<file path="src/rtl/cc_level_lives_pkg.sv">
`default_nettype none
// ============================================================================
// Module      : cc_level_lives_pkg
// Description : Shared state encoding for the Frogger level/lives tracker.
// Revision    : 1.0 - initial release
// ============================================================================
package cc_level_lives_pkg;

    localparam int STATE_DATAWIDTH = 3;

    typedef enum logic [STATE_DATAWIDTH-1:0] {
        ST_IDLE      = 3'd0,
        ST_PLAYING   = 3'd1,
        ST_PAUSE     = 3'd2,
        ST_GAME_OVER = 3'd3,
        ST_WIN       = 3'd4
    } state_t;

endpackage
`default_nettype wire

</file>
<file path="src/rtl/cc_rise_detect.sv">
`default_nettype none
// ============================================================================
// Module      : cc_rise_detect
// Description : Single-bit rising-edge detector. The event is formed from the
//               current input and a one-cycle history register, so a held
//               input yields exactly one event on the first sampling edge.
// Ports       : clk, rst (async, active-high), i_sig (level in),
//               o_rise (combinational edge event)
// Revision    : 1.0 - initial release
// ============================================================================
module cc_rise_detect #(
    parameter logic RESET_VALUE = 1'b0   // history value = inactive input level
) (
    input  logic clk,
    input  logic rst,
    input  logic i_sig,
    output logic o_rise
);

    logic r_prev;

    always_ff @(posedge clk or posedge rst) begin
        if (rst) begin
            r_prev <= RESET_VALUE;
        end else begin
            r_prev <= i_sig;
        end
    end

    assign o_rise = i_sig & ~r_prev;

endmodule
`default_nettype wire

</file>
<file path="src/rtl/cc_level_lives_tracker.sv">
`default_nettype none
// ============================================================================
// Module      : cc_level_lives_tracker
// Description : Level and lives manager for Frogger. Counts cleared levels up
//               to MAX_LEVEL, counts lives down on collisions, inserts a
//               PAUSE_CYCLES pause between levels and flags max-level,
//               game-over and win.
// Ports       : CLOCK_50 / RESET_InHigh (async)  - clock and reset
//               start_InLow, goal_InHigh, hit_InHigh - event inputs
//               level_OutBUS, lives_OutBUS          - counters
//               levelmax_OutLow, pause_OutHigh,
//               gameover_OutLow, win_OutHigh        - registered status flags
// Revision    : 1.0 - initial release
// ============================================================================
module cc_level_lives_tracker
    import cc_level_lives_pkg::*;
#(
    parameter int LEVELS_DATAWIDTH = 2,
    parameter int MAX_LEVEL        = 3,
    parameter int LIVES_DATAWIDTH  = 2,
    parameter int INIT_LIVES       = 3,
    parameter int PAUSE_CYCLES     = 4,
    parameter int PAUSE_DATAWIDTH  = $clog2(PAUSE_CYCLES + 1)
) (
    input  logic                        CC_LEVEL_LIVES_TRACKER_CLOCK_50,
    input  logic                        CC_LEVEL_LIVES_TRACKER_RESET_InHigh,
    input  logic                        CC_LEVEL_LIVES_TRACKER_start_InLow,
    input  logic                        CC_LEVEL_LIVES_TRACKER_goal_InHigh,
    input  logic                        CC_LEVEL_LIVES_TRACKER_hit_InHigh,
    output logic [LEVELS_DATAWIDTH-1:0] CC_LEVEL_LIVES_TRACKER_level_OutBUS,
    output logic [LIVES_DATAWIDTH-1:0]  CC_LEVEL_LIVES_TRACKER_lives_OutBUS,
    output logic                        CC_LEVEL_LIVES_TRACKER_levelmax_OutLow,
    output logic                        CC_LEVEL_LIVES_TRACKER_pause_OutHigh,
    output logic                        CC_LEVEL_LIVES_TRACKER_gameover_OutLow,
    output logic                        CC_LEVEL_LIVES_TRACKER_win_OutHigh
);

    localparam logic [LEVELS_DATAWIDTH-1:0] c_MAX_LEVEL  = LEVELS_DATAWIDTH'(MAX_LEVEL);
    localparam logic [LEVELS_DATAWIDTH-1:0] c_LEVEL_ONE  = LEVELS_DATAWIDTH'(1);
    localparam logic [LIVES_DATAWIDTH-1:0]  c_INIT_LIVES = LIVES_DATAWIDTH'(INIT_LIVES);
    localparam logic [LIVES_DATAWIDTH-1:0]  c_ONE_LIFE   = LIVES_DATAWIDTH'(1);
    localparam logic [PAUSE_DATAWIDTH-1:0]  c_PAUSE_LOAD = PAUSE_DATAWIDTH'(PAUSE_CYCLES - 1);
    localparam logic [PAUSE_DATAWIDTH-1:0]  c_PAUSE_ONE  = PAUSE_DATAWIDTH'(1);

    logic clk;
    logic rst;
    assign clk = CC_LEVEL_LIVES_TRACKER_CLOCK_50;
    assign rst = CC_LEVEL_LIVES_TRACKER_RESET_InHigh;

    // ------------------------------------------------------------------
    // Event detection. The start button is active-low, so it is inverted
    // before the detector; its inactive (inverted) level is then 0.
    // ------------------------------------------------------------------
    logic w_start_ev;
    logic w_goal_ev;
    logic w_hit_ev;

    cc_rise_detect #(.RESET_VALUE(1'b0)) u_start_det (
        .clk    (clk),
        .rst    (rst),
        .i_sig  (~CC_LEVEL_LIVES_TRACKER_start_InLow),
        .o_rise (w_start_ev)
    );

    cc_rise_detect #(.RESET_VALUE(1'b0)) u_goal_det (
        .clk    (clk),
        .rst    (rst),
        .i_sig  (CC_LEVEL_LIVES_TRACKER_goal_InHigh),
        .o_rise (w_goal_ev)
    );

    cc_rise_detect #(.RESET_VALUE(1'b0)) u_hit_det (
        .clk    (clk),
        .rst    (rst),
        .i_sig  (CC_LEVEL_LIVES_TRACKER_hit_InHigh),
        .o_rise (w_hit_ev)
    );

    // ------------------------------------------------------------------
    // State and counters
    // ------------------------------------------------------------------
    state_t                      r_state;
    logic [LEVELS_DATAWIDTH-1:0] r_level;
    logic [LIVES_DATAWIDTH-1:0]  r_lives;
    logic [PAUSE_DATAWIDTH-1:0]  r_pause_cnt;
    logic                        r_levelmax_n;
    logic                        r_pause;
    logic                        r_gameover_n;
    logic                        r_win;

    state_t                      w_state_nxt;
    logic [LEVELS_DATAWIDTH-1:0] w_level_nxt;
    logic [LIVES_DATAWIDTH-1:0]  w_lives_nxt;
    logic [PAUSE_DATAWIDTH-1:0]  w_pause_cnt_nxt;

    always_comb begin
        w_state_nxt     = r_state;
        w_level_nxt     = r_level;
        w_lives_nxt     = r_lives;
        w_pause_cnt_nxt = r_pause_cnt;
        case (r_state)
            ST_IDLE, ST_GAME_OVER, ST_WIN: begin
                if (w_start_ev) begin
                    w_level_nxt = '0;
                    w_lives_nxt = c_INIT_LIVES;
                    w_state_nxt = ST_PLAYING;
                end
            end
            ST_PLAYING: begin
                // A collision wins over reaching the goal in the same cycle.
                if (w_hit_ev) begin
                    if (r_lives == c_ONE_LIFE) begin
                        w_lives_nxt = '0;
                        w_state_nxt = ST_GAME_OVER;
                    end else begin
                        w_lives_nxt = r_lives - c_ONE_LIFE;
                    end
                end else if (w_goal_ev) begin
                    // Checking the ceiling first keeps the level from wrapping.
                    if (r_level == c_MAX_LEVEL) begin
                        w_state_nxt = ST_WIN;
                    end else begin
                        w_level_nxt     = r_level + c_LEVEL_ONE;
                        w_pause_cnt_nxt = c_PAUSE_LOAD;
                        w_state_nxt     = ST_PAUSE;
                    end
                end
            end
            ST_PAUSE: begin
                // Loaded with PAUSE_CYCLES-1 and left at zero, so the pause
                // lasts exactly PAUSE_CYCLES cycles; events are dropped here.
                if (r_pause_cnt == '0) begin
                    w_state_nxt = ST_PLAYING;
                end else begin
                    w_pause_cnt_nxt = r_pause_cnt - c_PAUSE_ONE;
                end
            end
            default: begin
                w_state_nxt = ST_IDLE;
            end
        endcase
    end

    // Flags are registered from the next-state values so they change on the
    // same edge as the state and counters they describe.
    always_ff @(posedge clk or posedge rst) begin
        if (rst) begin
            r_state      <= ST_IDLE;
            r_level      <= '0;
            r_lives      <= c_INIT_LIVES;
            r_pause_cnt  <= '0;
            r_levelmax_n <= (c_MAX_LEVEL != '0);
            r_pause      <= 1'b0;
            r_gameover_n <= 1'b1;
            r_win        <= 1'b0;
        end else begin
            r_state      <= w_state_nxt;
            r_level      <= w_level_nxt;
            r_lives      <= w_lives_nxt;
            r_pause_cnt  <= w_pause_cnt_nxt;
            r_levelmax_n <= (w_level_nxt != c_MAX_LEVEL);
            r_pause      <= (w_state_nxt == ST_PAUSE);
            r_gameover_n <= (w_state_nxt != ST_GAME_OVER);
            r_win        <= (w_state_nxt == ST_WIN);
        end
    end

    assign CC_LEVEL_LIVES_TRACKER_level_OutBUS    = r_level;
    assign CC_LEVEL_LIVES_TRACKER_lives_OutBUS    = r_lives;
    assign CC_LEVEL_LIVES_TRACKER_levelmax_OutLow = r_levelmax_n;
    assign CC_LEVEL_LIVES_TRACKER_pause_OutHigh   = r_pause;
    assign CC_LEVEL_LIVES_TRACKER_gameover_OutLow = r_gameover_n;
    assign CC_LEVEL_LIVES_TRACKER_win_OutHigh     = r_win;

endmodule
`default_nettype wire

</file>
<file path="config.mk">
export PLATFORM = sky130hd
export DESIGN_NAME = cc_level_lives_tracker
export DESIGN_NICKNAME = d
export VERILOG_FILES = /design/src/rtl/cc_level_lives_pkg.sv /design/src/rtl/cc_rise_detect.sv /design/src/rtl/cc_level_lives_tracker.sv
export SDC_FILE = /design/constraint.sdc
export NUM_CORES = 1
export LEC_CHECK = 0
export BUFFER_PORTS_ARGS = -buffer_cell sky130_fd_sc_hd__buf_2
export CAP_MARGIN = 20
export CORE_MARGIN = 2
export CORE_UTILIZATION = 51
export DETAILED_ROUTE_END_ITERATION = 7
export PLACE_DENSITY = 0.75
export SLEW_MARGIN = 40
export SYNTH_ARGS = -nofsm -noshare
export SYNTH_HDL_FRONTEND = slang
export SYNTH_SLANG_ARGS = --single-unit
export TNS_END_PERCENT = 100
</file>
<file path="constraint.sdc">
create_clock -name CC_LEVEL_LIVES_TRACKER_CLOCK_50 -period 2.6 [get_ports CC_LEVEL_LIVES_TRACKER_CLOCK_50]
set_clock_uncertainty 0.05 [all_clocks]
set_input_delay 0.52 -clock CC_LEVEL_LIVES_TRACKER_CLOCK_50 [delete_from_list [all_inputs] [get_ports CC_LEVEL_LIVES_TRACKER_CLOCK_50]]
set_output_delay 0.52 -clock CC_LEVEL_LIVES_TRACKER_CLOCK_50 [all_outputs]
set_load 0.05 [all_outputs]
</file>
==> impl_summary.log, run 1 <==
INFO  metric flow.area_growth_from_synthesis = 10.1%
INFO  metric pre_cts_ws = just over 0.9 ns
INFO  metric final_layout_size_suffix_gt1_frac = 0.287
INFO  metric count_of_pins_on_the_block_boundary = 13
INFO  metric core = 1520 um^2
INFO  metric synth-edff-count = 0
INFO  metric row_count = 14
INFO  metric largest_net_degree_at_the_start_of_global_routing = 18
INFO  metric leakage = 0.000432 uW
INFO  metric finalCritPeriodShare = 0.648
INFO  metric cts_max_path_buffers = 2
INFO  metric final_critical_path_setup_slack = 0.915 ns
INFO  metric max_cap_violations = 0
INFO  metric crit_path_cell_trace = buf_2
INFO  metric worst-endpoint-required = 2.03 ns
INFO  metric worst_hold_path_type = in -> async
INFO  metric postRouteAntennaNets = 0
INFO  metric critical_path.max_fanout = 4
INFO  metric drt-initial-drc-count = 11
INFO  metric clock_tree.htree_level_count = 1
INFO  metric clock_transition_at_the_register_clock_pins_on_the_worst_setup_and_hold_paths_after_cts = 0.10 ns
INFO  metric worst_hold_slack = 0.236 ns
INFO  metric synth.largest_area_cell = sky130_fd_sc_hd__dfrtp_1
INFO  metric clock_latency_on_the_worst_skew_pair = 0.29 ns
INFO  metric synthesis.area = 833 um^2
INFO  metric synth_fp_nets = 81
INFO  metric maximum_operating_frequency = 0.593 GHz
INFO  metric synth-warning-count = 0
INFO  metric final-setup-viol-count = 0
INFO  metric antenna_cells = 0
INFO  metric globalRouteOverflowTotal = 0
INFO  metric min_period = 1.69 ns
INFO  metric final.setup.tns = 0 ns
INFO  metric tritoncts = built
INFO  metric syn_inst = 73
INFO  metric global_route.usage.met2 = 0.276
INFO  metric post-cts-setup-buffer-count = 0
INFO  metric synth-async-reset-ratio = 1.00
INFO  metric netlist_top_cells_area = sky130_fd_sc_hd__dfrtp_1, sky130_fd_sc_hd__dfstp_2, sky130_fd_sc_hd__ha_1, sky130_fd_sc_hd__inv_1, sky130_fd_sc_hd__buf_6
INFO  metric start_util = 0.547
INFO  metric route.detailed.drc = 0
INFO  metric global_route_wire_length_before_repair = 2390 um
INFO  metric tritoncts.num_buffers = 3
INFO  metric fp.dieArea = 1970 um^2
INFO  metric drtPass1Iterations = 4
INFO  metric ir_worst_vdd = 0.632 mV
INFO  metric grt_util_all_layers = 0.173
INFO  metric port-buffer-count = 12
INFO  metric wl = around 1400 um
INFO  metric grt_util_met1 = 0.205
INFO  metric via_count_of_the_first_global_routing_pass = roughly 560
INFO  metric worst_ep_arrival_time = 1.12 ns
INFO  metric total_number_of_vias = 568
INFO  metric critPathTopFamily = flip-flops
INFO  metric max-slew-margin-rel = 0.592
INFO  metric top_usage_layer = met2
INFO  metric grt_antenna_before_repair = 0
INFO  metric wire_per_inst = roughly 13 um
INFO  metric met3_usage = 0.0490
INFO  metric critPathMaxStageDelay = 0.57 ns
INFO  metric cts_root_buffer = sky130_fd_sc_hd__clkbuf_4
INFO  metric cts_hold_buf = 0
INFO  metric place_hpwl = 1020 um
INFO  metric cp_slowest_cell = sky130_fd_sc_hd__dfstp_2
INFO  metric cp_num_buf_inv = 1
INFO  metric clock-sinks = 17
INFO  metric setup_repair_after_global_routing_missed_its_margin = false
INFO  metric run_status = completed
INFO  metric yosys.cell_types.count = 32
INFO  metric synth.yosys.seq_area_share = 0.517
INFO  metric timing_worst_setup_path_type = reg -> out
INFO  metric worst-slew-pin-transition = ~0.6 ns
INFO  metric die-width = 44.4 um
INFO  metric gp_routability_congestion = 0.744
INFO  metric setup.worst_path.start_class = flip-flop
INFO  metric synth.avg_cell_area = roughly 11 um^2
INFO  metric via_per_inst = 5.51
INFO  metric slew_viol_final = 0
INFO  metric finalNetCount = 96
INFO  metric cts_repair_resize_count = 0
INFO  metric synth_top_area_share = 0.390
INFO  metric critPathCaptureType = primary output
INFO  metric chipHeight = around 44 um
INFO  metric ys_seq_elements = 17
INFO  metric synth_flop_cell = sky130_fd_sc_hd__dfrtp_1
INFO  metric final_hold_viol_count = 0
INFO  metric power_per_cell_area = 1120 nW/um^2
## final timing paths
| kind | slack (ns) | cells past startpoint | start | to |
|---|---|---|---|---|
| max | 0.91 | 1 | CC_LEVEL_LIVES_TRACKER_lives_OutBUS[0]$_DFFE_PP1P_ | CC_LEVEL_LIVES_TRACKER_lives_OutBUS[0] |
| min in group CC_LEVEL_LIVES_TRACKER_CLOCK_50 | 0.29 | 1 | CC_LEVEL_LIVES_TRACKER_goal_InHigh | u_goal_det.r_prev$_DFF_PP0_ |
| max in group asynchronous | 1.87 | 2 | CC_LEVEL_LIVES_TRACKER_RESET_InHigh | u_hit_det.r_prev$_DFF_PP0_ |
| min reg2reg | 0.47 | 2 | CC_LEVEL_LIVES_TRACKER_lives_OutBUS[0]$_DFFE_PP1P_ | CC_LEVEL_LIVES_TRACKER_lives_OutBUS[0]$_DFFE_PP1P_ |
| max reg2reg | 0.93 | 5 | r_pause_cnt[0]$_DFFE_PP0P_ | r_pause_cnt[0]$_DFFE_PP0P_ |
| min | 0.24 | 2 | CC_LEVEL_LIVES_TRACKER_RESET_InHigh | r_state[1]$_DFF_PP0_ |
## cells in the mapped netlist (2+ instances only)
master                     count
sky130_fd_sc_hd__dfrtp_1      13
sky130_fd_sc_hd__inv_1         7
sky130_fd_sc_hd__nor2_1        5
sky130_fd_sc_hd__dfstp_2       4
sky130_fd_sc_hd__nand2_1       4
sky130_fd_sc_hd__a21oi_1       3
sky130_fd_sc_hd__ha_1          3
sky130_fd_sc_hd__o21ai_0       3
sky130_fd_sc_hd__a31oi_1       2
sky130_fd_sc_hd__buf_6         2
sky130_fd_sc_hd__nand2b_1      2
sky130_fd_sc_hd__nand3_1       2
sky130_fd_sc_hd__nor2b_1       2
sky130_fd_sc_hd__o22a_1        2
sky130_fd_sc_hd__o31a_1        2
## cell usage in the layout, fill, tap and decap left out, types with 3 or more instances in the layout
master,count
sky130_fd_sc_hd__o21ai_0,3
sky130_fd_sc_hd__dfstp_2,4
sky130_fd_sc_hd__ha_1,3
sky130_fd_sc_hd__buf_2,12
sky130_fd_sc_hd__dfrtp_1,13
sky130_fd_sc_hd__inv_1,7
sky130_fd_sc_hd__nand2_1,4
sky130_fd_sc_hd__a21oi_1,3
sky130_fd_sc_hd__nor2_1,5
sky130_fd_sc_hd__clkbuf_4,3
## state kept, by name (all words and copies together), names as in the netlist
register                                flops
u_start_det.r_prev                          1
CC_LEVEL_LIVES_TRACKER_win_OutHigh          1
r_state                                     3
u_goal_det.r_prev                           1
CC_LEVEL_LIVES_TRACKER_pause_OutHigh        1
CC_LEVEL_LIVES_TRACKER_level_OutBUS         2
r_pause_cnt                                 3
CC_LEVEL_LIVES_TRACKER_gameover_OutLow      1
CC_LEVEL_LIVES_TRACKER_lives_OutBUS         2
CC_LEVEL_LIVES_TRACKER_levelmax_OutLow      1
u_hit_det.r_prev                            1
## worst register-to-register path, delay by kind of cell (launching register included)
kind                       cells  cell delay [ns]
adders and majority gates      2             0.43
and+or+nand+nor                1             0.41
DFF                            1             0.33
muxes                          1             0.27
buffers and inverters          1             0.06
## power by group
part           internal [uW]  switching [uW]
clock network           59.7            80.9
registers                349            74.2
logic                    170             297
## stage by stage
stage          area (um^2)  total power [uW]  std cells   util
3_3_place_gp           891               888         99  0.585
5_1_grt                917              1100        103  0.602
4_1_cts                917              1040        103  0.602
6_report               917              1030        103  0.602
2_1_floorplan          833               833         73      -
3_5_place_dp           891               901         99  0.585
## layout make-up
type | instances | area [um^2]
Tap cell | 16 | 20.0
Fill cell | 132 | 607
Clock buffer | 4 | 26.3
Multi-Input combinational cell | 47 | 354
Timing Repair Buffer | 12 | 60.1
Inverter | 7 | 26.3
Sequential cell | 17 | 430
## kinds of logic after synthesis
| kind of cell | after synthesis | share of synthesized area |
|---|---|---|
| muxes | 1 | 0.0180 |
| buffers and inverters | 9 | 0.0586 |
| AOI/OAI and AO/OA | 17 | 0.143 |
| adders and majority gates | 3 | 0.0450 |
| and+or+nand+nor | 26 | 0.219 |
| DFF | 17 | 0.517 |
## layer usage
metal / vias up / routed length [um]
met5: - / 0
met2: 13 / 663
met4: 0 / 36
met3: 5 / 46
li1: 290 / -
met1: 260 / 634
(Power assumes the default switching activity.)
==> run 2: changes to the inputs <==
--- a/config.mk
+++ b/config.mk
@@ -5,6 +5,7 @@
 export SDC_FILE = /design/constraint.sdc
 export NUM_CORES = 1
 export LEC_CHECK = 0
+export ABC_AREA = 1
 export BUFFER_PORTS_ARGS = -buffer_cell sky130_fd_sc_hd__buf_2
 export CAP_MARGIN = 20
 export CORE_MARGIN = 2
==> constraint.sdc (replaced) <==
create_clock -name CC_LEVEL_LIVES_TRACKER_CLOCK_50 -period 1.74 [get_ports CC_LEVEL_LIVES_TRACKER_CLOCK_50]
set_clock_uncertainty 0.05 [all_clocks]
set_input_delay 0.348 -clock CC_LEVEL_LIVES_TRACKER_CLOCK_50 [delete_from_list [all_inputs] [get_ports CC_LEVEL_LIVES_TRACKER_CLOCK_50]]
set_output_delay 0.348 -clock CC_LEVEL_LIVES_TRACKER_CLOCK_50 [all_outputs]
set_load 0.05 [all_outputs]
==> run 2 against run 1 <==
Effect of this change: die area increased by 5.2%; via count is 15% higher; final area grew 7.9%; critical path depth unchanged; combinational power is 110% higher; sequential share of layout area decreased by 3.4 points; cell count rose by 32%; power is 79% higher; first-iteration DRC count rose by 27%; sequential power is 55% higher; clock power rose by 48%; area after synthesis up 5.7%; critical endpoint unchanged; highest routed layer unchanged.
==> impl_summary.log, run 2 <==
INFO  metric setup_repair_after_global_routing_missed_its_margin = false
INFO  metric yosys.cell_types.count = 22
INFO  metric flow.area_growth_from_synthesis = 12.4%
INFO  metric critical_path.max_fanout = 4
INFO  metric global_route_wire_length_before_repair = 2590 um
INFO  metric synth-warning-count = 0
INFO  metric ir_worst_vdd = 0.804 mV
INFO  metric worst-slew-pin-transition = 0.631 ns
INFO  metric synth.avg_cell_area = ~8.6 um^2
INFO  metric netlist_top_cells_area = sky130_fd_sc_hd__dfrtp_1, sky130_fd_sc_hd__dfstp_2, sky130_fd_sc_hd__nand2_1, sky130_fd_sc_hd__inv_1, sky130_fd_sc_hd__ha_1
INFO  metric crit_end = CC_LEVEL_LIVES_TRACKER_lives_OutBUS[0]
INFO  metric globalRouteOverflowTotal = 0
INFO  metric run_status = completed
INFO  metric fp.dieArea = 2080 um^2
INFO  metric cp.depth = 1
INFO  metric wl = 1500 um
INFO  metric share_of_the_synthesized_netlist_area_taken_by_xor_and_xnor_gates = 0
INFO  metric total_number_of_vias = 656
INFO  metric synthSimpleGateAreaFrac = 0.315
INFO  metric chipHeight = between 40 and 50 um
INFO  metric drt-initial-drc-count = 14
INFO  metric synth-edff-count = 0
INFO  metric largest_net_degree_at_the_start_of_global_routing = 18
INFO  metric final.setup.tns = 0 ns
INFO  metric final_hold_viol_count = 0
INFO  metric timing_worst_setup_path_type = reg -> out
INFO  metric gp_routability_congestion = 0.796
INFO  metric wl_met2 = 726 um
INFO  metric met3_wirelength = roughly 30 um
INFO  metric cts_root_buffer = sky130_fd_sc_hd__clkbuf_4
INFO  metric startpoint = CC_LEVEL_LIVES_TRACKER_lives_OutBUS[0]$_DFFE_PP1P_
INFO  metric critPathCaptureType = primary output
INFO  metric worst-endpoint-required = 1.34 ns
INFO  metric cp_slowest_cell = sky130_fd_sc_hd__dfstp_2
INFO  metric final_layout_size_suffix_gt1_frac = 0.269
INFO  metric wire_per_inst = 11.0 um
INFO  metric grt_antenna_before_repair = 0
INFO  metric slew_viol_final = 0
INFO  metric place_hpwl = 1190 um
INFO  metric max-slew-margin-rel = 0.579
INFO  metric maximum_operating_frequency = 0.660 GHz
INFO  metric most-common-layout-cells = sky130_fd_sc_hd__nand2_1, sky130_fd_sc_hd__inv_1, sky130_fd_sc_hd__dfrtp_1
INFO  metric yosys.cell_count.top_type = sky130_fd_sc_hd__nand2_1
INFO  metric worst_ep_arrival_time = ~1.1 ns
INFO  metric post-cts-setup-buffer-count = 0
INFO  metric clock_latency_on_the_worst_skew_pair = 0.29 ns
INFO  metric cts_hold_buf = 0
INFO  metric number_of_fillers_in_the_final_layout = 147
INFO  metric clock_transition_at_the_register_clock_pins_on_the_worst_setup_and_hold_paths_after_cts = 0.10 ns
INFO  metric synth_compound_gate_area_share = 0.0810
INFO  metric route.layer.met1.wl = a little over 700 um
INFO  metric antenna_cells = 0
INFO  metric r2r_start = CC_LEVEL_LIVES_TRACKER_lives_OutBUS[1]$_DFFE_PP1P_
INFO  metric synth_flop_cell = sky130_fd_sc_hd__dfrtp_1
INFO  metric count_of_pins_on_the_block_boundary = 13
INFO  metric synth_top_area_share = 0.369
INFO  metric cts_max_path_buffers = 2
INFO  metric tritoncts = built
INFO  metric synth.largest_area_cell = sky130_fd_sc_hd__dfrtp_1
INFO  metric min_period = 1.52 ns
INFO  metric mostFrequentLayoutCell = sky130_fd_sc_hd__nand2_1
INFO  metric worst_hold_slack = 0.0719 ns
INFO  metric drtPass1Iterations = 4
INFO  metric cts_repair_resize_count = 0
INFO  metric worst_hold_path_type = in -> async
INFO  metric die-width = 45.6 um
INFO  metric finalNetCount = 128
INFO  metric syn_inst = ~100
INFO  metric cp_num_buf_inv = 1
INFO  metric clock_tree.htree_level_count = 1
INFO  metric port-buffer-count = 12
INFO  metric critPathTopFamily = flip-flops
INFO  metric synth_mux_area_frac = 0
INFO  metric reg.largest.list = r_pause_cnt x3, r_state x3
INFO  metric setup.worst_path.start_class = flip-flop
INFO  metric grt_util_all_layers = 0.179
INFO  metric power_per_cell_area = 1860 nW/um^2
INFO  metric postRouteAntennaNets = 0
INFO  metric via_count_of_the_first_global_routing_pass = ~630
INFO  metric r2r_setup_slack = approximately 0.32 ns
INFO  metric critPathMaxStageDelay = about 0.57 ns
INFO  metric synthesis.area = roughly 880 um^2
INFO  metric crit_path_cell_trace = buf_2
INFO  metric clock-sinks = 17
INFO  metric ff2ff_path_depth = 5
INFO  metric synth-async-reset-ratio = 1.00
INFO  metric synthAdderAreaFrac = 0.0426
INFO  metric route.detailed.drc = 0
INFO  metric synth_top_family_by_area = simple AND/OR/NAND/NOR gates
INFO  metric via_per_inst = 4.82
INFO  metric synth_fp_nets = about 110
INFO  metric leakage = 0.000528 uW
INFO  metric finalCritPeriodShare = 0.871
INFO  metric ys_seq_elements = 17
INFO  metric route.top_layer_used = met4
INFO  metric core = 1670 um^2
INFO  metric post_synth_most_frequent_cells = sky130_fd_sc_hd__nand2_1, sky130_fd_sc_hd__inv_1, sky130_fd_sc_hd__dfrtp_1
INFO  metric synth.yosys.seq_area_share = 0.489
INFO  metric tritoncts.num_buffers = 3
INFO  metric final-setup-viol-count = 0
INFO  metric max_cap_violations = 0
INFO  metric start_util = 0.527
INFO  metric terminus_of_the_critical_flop_to_flop_path = r_state[1]$_DFF_PP0_
INFO  metric row_count = 15
run 2: cell types whose count changed in the layout (fill, tap and decap cells not counted), sizes merged, moves of 2 or more:
cell and delta:
a31oi -2, inv +10, nand2 +23, nand2b -3, nand3 +5, nor2 +7
nor2b -2, nor3 +2, nor3b -2, o21ai +5, o22a -2, o31a -2
or2 +2
run 2: cells by family after synthesis:
group / count (synthesis)
and+or+nand+nor: 53
buffers and inverters: 17
DFF: 17
AOI/OAI and AO/OA: 13
adders and majority gates: 3
run 2: layer usage:
metal | up-vias | track usage
met5 | - | 0
met2 | 7 | 0.282
met3 | 4 | 0.0238
li1 | 360 | -
met1 | 285 | 0.226
met4 | 0 | 0.124
run 2: how the worst min path moves through the flow:
stage	start	endpoint	slack, ns	cells past startpoint
2_1_floorplan	CC_LEVEL_LIVES_TRACKER_RESET_InHigh	CC_LEVEL_LIVES_TRACKER_level_OutBUS[0]$_DFF_PP0_	0.22	1
3_3_place_gp	CC_LEVEL_LIVES_TRACKER_RESET_InHigh	r_pause_cnt[2]$_DFFE_PP0P_	0.41	2
3_5_place_dp	CC_LEVEL_LIVES_TRACKER_RESET_InHigh	u_start_det.r_prev$_DFF_PP0_	0.42	2
4_1_cts	CC_LEVEL_LIVES_TRACKER_RESET_InHigh	r_pause_cnt[0]$_DFFE_PP0P_	0.1	2
5_1_grt	CC_LEVEL_LIVES_TRACKER_hit_InHigh	u_hit_det.r_prev$_DFF_PP0_	0.11	1
6_report	CC_LEVEL_LIVES_TRACKER_RESET_InHigh	r_pause_cnt[0]$_DFFE_PP0P_	0.07	2
run 2: cell type report:
type / count / area [um^2] / share of cell area
clock inverters: 1 / 5.00 / 0.00506
well taps: 17 / 21.3 / 0.0215
repair buffers: 12 / 60.1 / 0.0607
inverters: 17 / 63.8 / 0.0645
flip-flops and latches: 17 / 430 / 0.435
clock buffers: 3 / 22.5 / 0.0228
multi-input cells: 69 / 387 / 0.391
run 2: metrics by stage:
step | setup slack, ns | cell area (um^2) | power, uW | util | cells
finish | 0.224 | 990 | 1840 | 0.593 | 136
global route | 0.161 | 990 | 2010 | 0.593 | 136
CTS | 0.210 | 990 | 1860 | 0.593 | 136
detailed placement | 0.322 | 962 | 1650 | 0.576 | 132
global placement | 0.338 | 962 | 1620 | 0.576 | 132
floorplan | 0.141 | 881 | 1460 | - | 103
run 2: power breakdown:
part | switching [uW] | internal, uW | total (uW)
Combinational | 668 | 306 | 974
Clock | 124 | 85.5 | 209
Sequential | 109 | 549 | 657
==> run 3: changes to the inputs <==
--- a/config.mk
+++ b/config.mk
@@ -9,9 +9,9 @@
 export BUFFER_PORTS_ARGS = -buffer_cell sky130_fd_sc_hd__buf_2
 export CAP_MARGIN = 20
 export CORE_MARGIN = 2
-export CORE_UTILIZATION = 51
+export CORE_UTILIZATION = 55
 export DETAILED_ROUTE_END_ITERATION = 7
-export PLACE_DENSITY = 0.75
+export PLACE_DENSITY = 0.79
 export SLEW_MARGIN = 40
 export SYNTH_ARGS = -nofsm -noshare
 export SYNTH_HDL_FRONTEND = slang
==> constraint.sdc (replaced) <==
create_clock -name CC_LEVEL_LIVES_TRACKER_CLOCK_50 -period 1.8 [get_ports CC_LEVEL_LIVES_TRACKER_CLOCK_50]
set_clock_uncertainty 0.05 [all_clocks]
set_input_delay 0.36 -clock CC_LEVEL_LIVES_TRACKER_CLOCK_50 [delete_from_list [all_inputs] [get_ports CC_LEVEL_LIVES_TRACKER_CLOCK_50]]
set_output_delay 0.36 -clock CC_LEVEL_LIVES_TRACKER_CLOCK_50 [all_outputs]
set_load 0.05 [all_outputs]
==> run 3 against run 2 <==
Effect of this change: worst setup slack improved by 0.059 ns; first-iteration DRC count is 43% higher; largest cell class unchanged; cell count decreased by 0.74%; die area down 6.6%; clock-buffer cell count stayed put; global-route usage rose by 0.26 points; critical endpoint unchanged; highest routed layer unchanged; non-clock buffer count stayed put.
==> impl_summary.log, run 3 (synthesis gave the netlist of run 2 again) <==
INFO  metric grt_antenna_before_repair = 0
INFO  metric core = 1510 um^2
INFO  metric critPathCaptureType = primary output
INFO  metric tritoncts.num_buffers = 3
INFO  metric worst_hold_path_type = in -> async
INFO  metric wl = 1430 um
INFO  metric tritoncts = built
INFO  metric drtPass1Iterations = 4
INFO  metric final_critical_path_setup_slack = 0.284 ns
INFO  metric largest_net_degree_at_the_start_of_global_routing = 18
INFO  metric cp_slowest_cell = sky130_fd_sc_hd__dfstp_2
INFO  metric cts_hold_buf = 0
INFO  metric cts_max_path_buffers = 2
INFO  metric cts_repair_resize_count = 0
INFO  metric final_cells = between 100 and 150
INFO  metric maximum_operating_frequency = 0.660 GHz
INFO  metric number_of_fillers_in_the_final_layout = 123
INFO  metric setup.worst_path.start_class = flip-flop
INFO  metric total_number_of_vias = 684
INFO  metric min_period = 1.52 ns
INFO  metric max-slew-margin-rel = 0.590
INFO  metric chipHeight = 44.0 um
INFO  metric flow.area_growth_from_synthesis = 12.2%
INFO  metric ir_worst_vdd = 0.910 mV
INFO  metric global_route.usage.met2 = 0.306
INFO  metric fp.dieArea = 1940 um^2
INFO  metric pre_cts_ws = 0.388 ns
INFO  metric run_status = completed
INFO  metric setup_repair_after_global_routing_missed_its_margin = false
INFO  metric design_power_total = roughly 1800 uW
INFO  metric finalCritPeriodShare = 0.842
INFO  metric drt-initial-drc-count = 20
INFO  metric dpl.cell_count = between 100 and 150
INFO  metric clock_latency_on_the_worst_skew_pair = 0.29 ns
INFO  metric place_hpwl = 1180 um
INFO  metric clock_tree.htree_level_count = 1
INFO  metric global_route_wire_length_before_repair = 2520 um
INFO  metric critPathMaxStageDelay = 0.56 ns
INFO  metric most-common-layout-cells = sky130_fd_sc_hd__nand2_1, sky130_fd_sc_hd__inv_1, sky130_fd_sc_hd__dfrtp_1
INFO  metric die-width = 44.0 um
INFO  metric worst-slew-pin-transition = 0.615 ns
INFO  metric worst_ep_arrival_time = 1.11 ns
INFO  metric final_layout_size_suffix_gt1_frac = 0.269
INFO  metric count_of_pins_on_the_block_boundary = 13
INFO  metric antenna_cells = 0
INFO  metric final.setup.tns = 0 ns
INFO  metric start_util = 0.585
INFO  metric worst_hold_slack = 0.0738 ns
INFO  metric critical_path.max_fanout = 4
INFO  metric met3_usage = 0.0245
INFO  metric clock-sinks = 17
INFO  metric grt_util_all_layers = 0.182
INFO  metric cts_root_buffer = sky130_fd_sc_hd__clkbuf_4
INFO  metric wire_per_inst = approximately 11 um
INFO  metric critPathTopFamily = flip-flops
INFO  metric postRouteAntennaNets = 0
INFO  metric via_per_inst = 5.07
INFO  metric row_count = 14
INFO  metric final-setup-viol-count = 0
INFO  metric globalRouteOverflowTotal = 0
INFO  metric route.detailed.drc = 0
INFO  metric grt_util_met1 = 0.222
INFO  metric crit_path_cell_trace = buf_2
INFO  metric port-buffer-count = 12
INFO  metric post-cts-setup-buffer-count = 0
INFO  metric mostFrequentLayoutCell = sky130_fd_sc_hd__nand2_1
INFO  metric leakage = ~0.00053 uW
INFO  metric power_per_cell_area = 1780 nW/um^2
INFO  metric final_hold_viol_count = 0
INFO  metric reg.largest.list = r_pause_cnt x3, r_state x3
INFO  metric via_count_of_the_first_global_routing_pass = between 600 and 700
INFO  metric top_usage_layer = met2
INFO  metric worst-endpoint-required = 1.39 ns
INFO  metric gp_routability_congestion = 0.739
INFO  metric cp_num_buf_inv = 1
INFO  metric timing_worst_setup_path_type = reg -> out
INFO  metric clock_transition_at_the_register_clock_pins_on_the_worst_setup_and_hold_paths_after_cts = 0.10 ns
INFO  metric max_cap_violations = 0
INFO  metric finalNetCount = 128
INFO  metric slew_viol_final = 0
[run 3: cell counts in the layout (fill, tap and decap cells not counted)]
Identical to the previous run, type by type.
[run 3: final cells by class]
type                    count  area [um^2]  area share
inverters                  17         63.8      0.0646
well taps                  16         20.0      0.0203
multi-input cells          69          387       0.391
clock buffers               3         22.5      0.0228
clock inverters             1         5.00     0.00506
repair buffers             12         60.1      0.0608
flip-flops and latches     17          430       0.435
[run 3: report_power, final]
part / switching, uW / internal, uW / total, uW / leakage [uW]
registers: 104 / 530 / 634 / 0.000204
logic: 636 / 294 / 930 / 0.000306
clock network: 117 / 82.6 / 199 / 0.0000177
[run 3: path summary, 6_finish.rpt]
path	start	end	slack, ns	cells past startpoint
setup / recovery	CC_LEVEL_LIVES_TRACKER_lives_OutBUS[0]$_DFFE_PP1P_	CC_LEVEL_LIVES_TRACKER_lives_OutBUS[0]	0.28	1
hold / removal	CC_LEVEL_LIVES_TRACKER_RESET_InHigh	CC_LEVEL_LIVES_TRACKER_pause_OutHigh$_DFF_PP0_	0.07	2
setup reg to reg	CC_LEVEL_LIVES_TRACKER_lives_OutBUS[1]$_DFFE_PP1P_	CC_LEVEL_LIVES_TRACKER_gameover_OutLow$_DFF_PP1_	0.38	6
hold reg to reg	CC_LEVEL_LIVES_TRACKER_lives_OutBUS[0]$_DFFE_PP1P_	CC_LEVEL_LIVES_TRACKER_lives_OutBUS[0]$_DFFE_PP1P_	0.44	2
max in group asynchronous	CC_LEVEL_LIVES_TRACKER_RESET_InHigh	u_goal_det.r_prev$_DFF_PP0_	1.22	2
min in group CC_LEVEL_LIVES_TRACKER_CLOCK_50	CC_LEVEL_LIVES_TRACKER_hit_InHigh	u_hit_det.r_prev$_DFF_PP0_	0.14	1
[run 3: per-stage QoR]
stage                     cell area, um^2  utilization
after floorplan                       881            -
after global placement                961        0.638
after detailed placement              961        0.638
after CTS                             988        0.656
after global routing                  988        0.656
final                                 988        0.656
[run 3: layer usage]
layer,wire (um),vias up
met5,0,-
met4,38,0
met3,36,5
met2,715,10
met1,634,311
li1,-,358
[run 3: worst register-to-register path, cell delays in order, from the launching register on]
cell and delay (ns):
sky130_fd_sc_hd__dfstp_2 0.53, sky130_fd_sc_hd__inv_1 0.05, sky130_fd_sc_hd__ha_1 0.18, sky130_fd_sc_hd__or2_2 0.29
sky130_fd_sc_hd__nand3_1 0.10, sky130_fd_sc_hd__nand4_2 0.11, sky130_fd_sc_hd__nand2_1 0.07
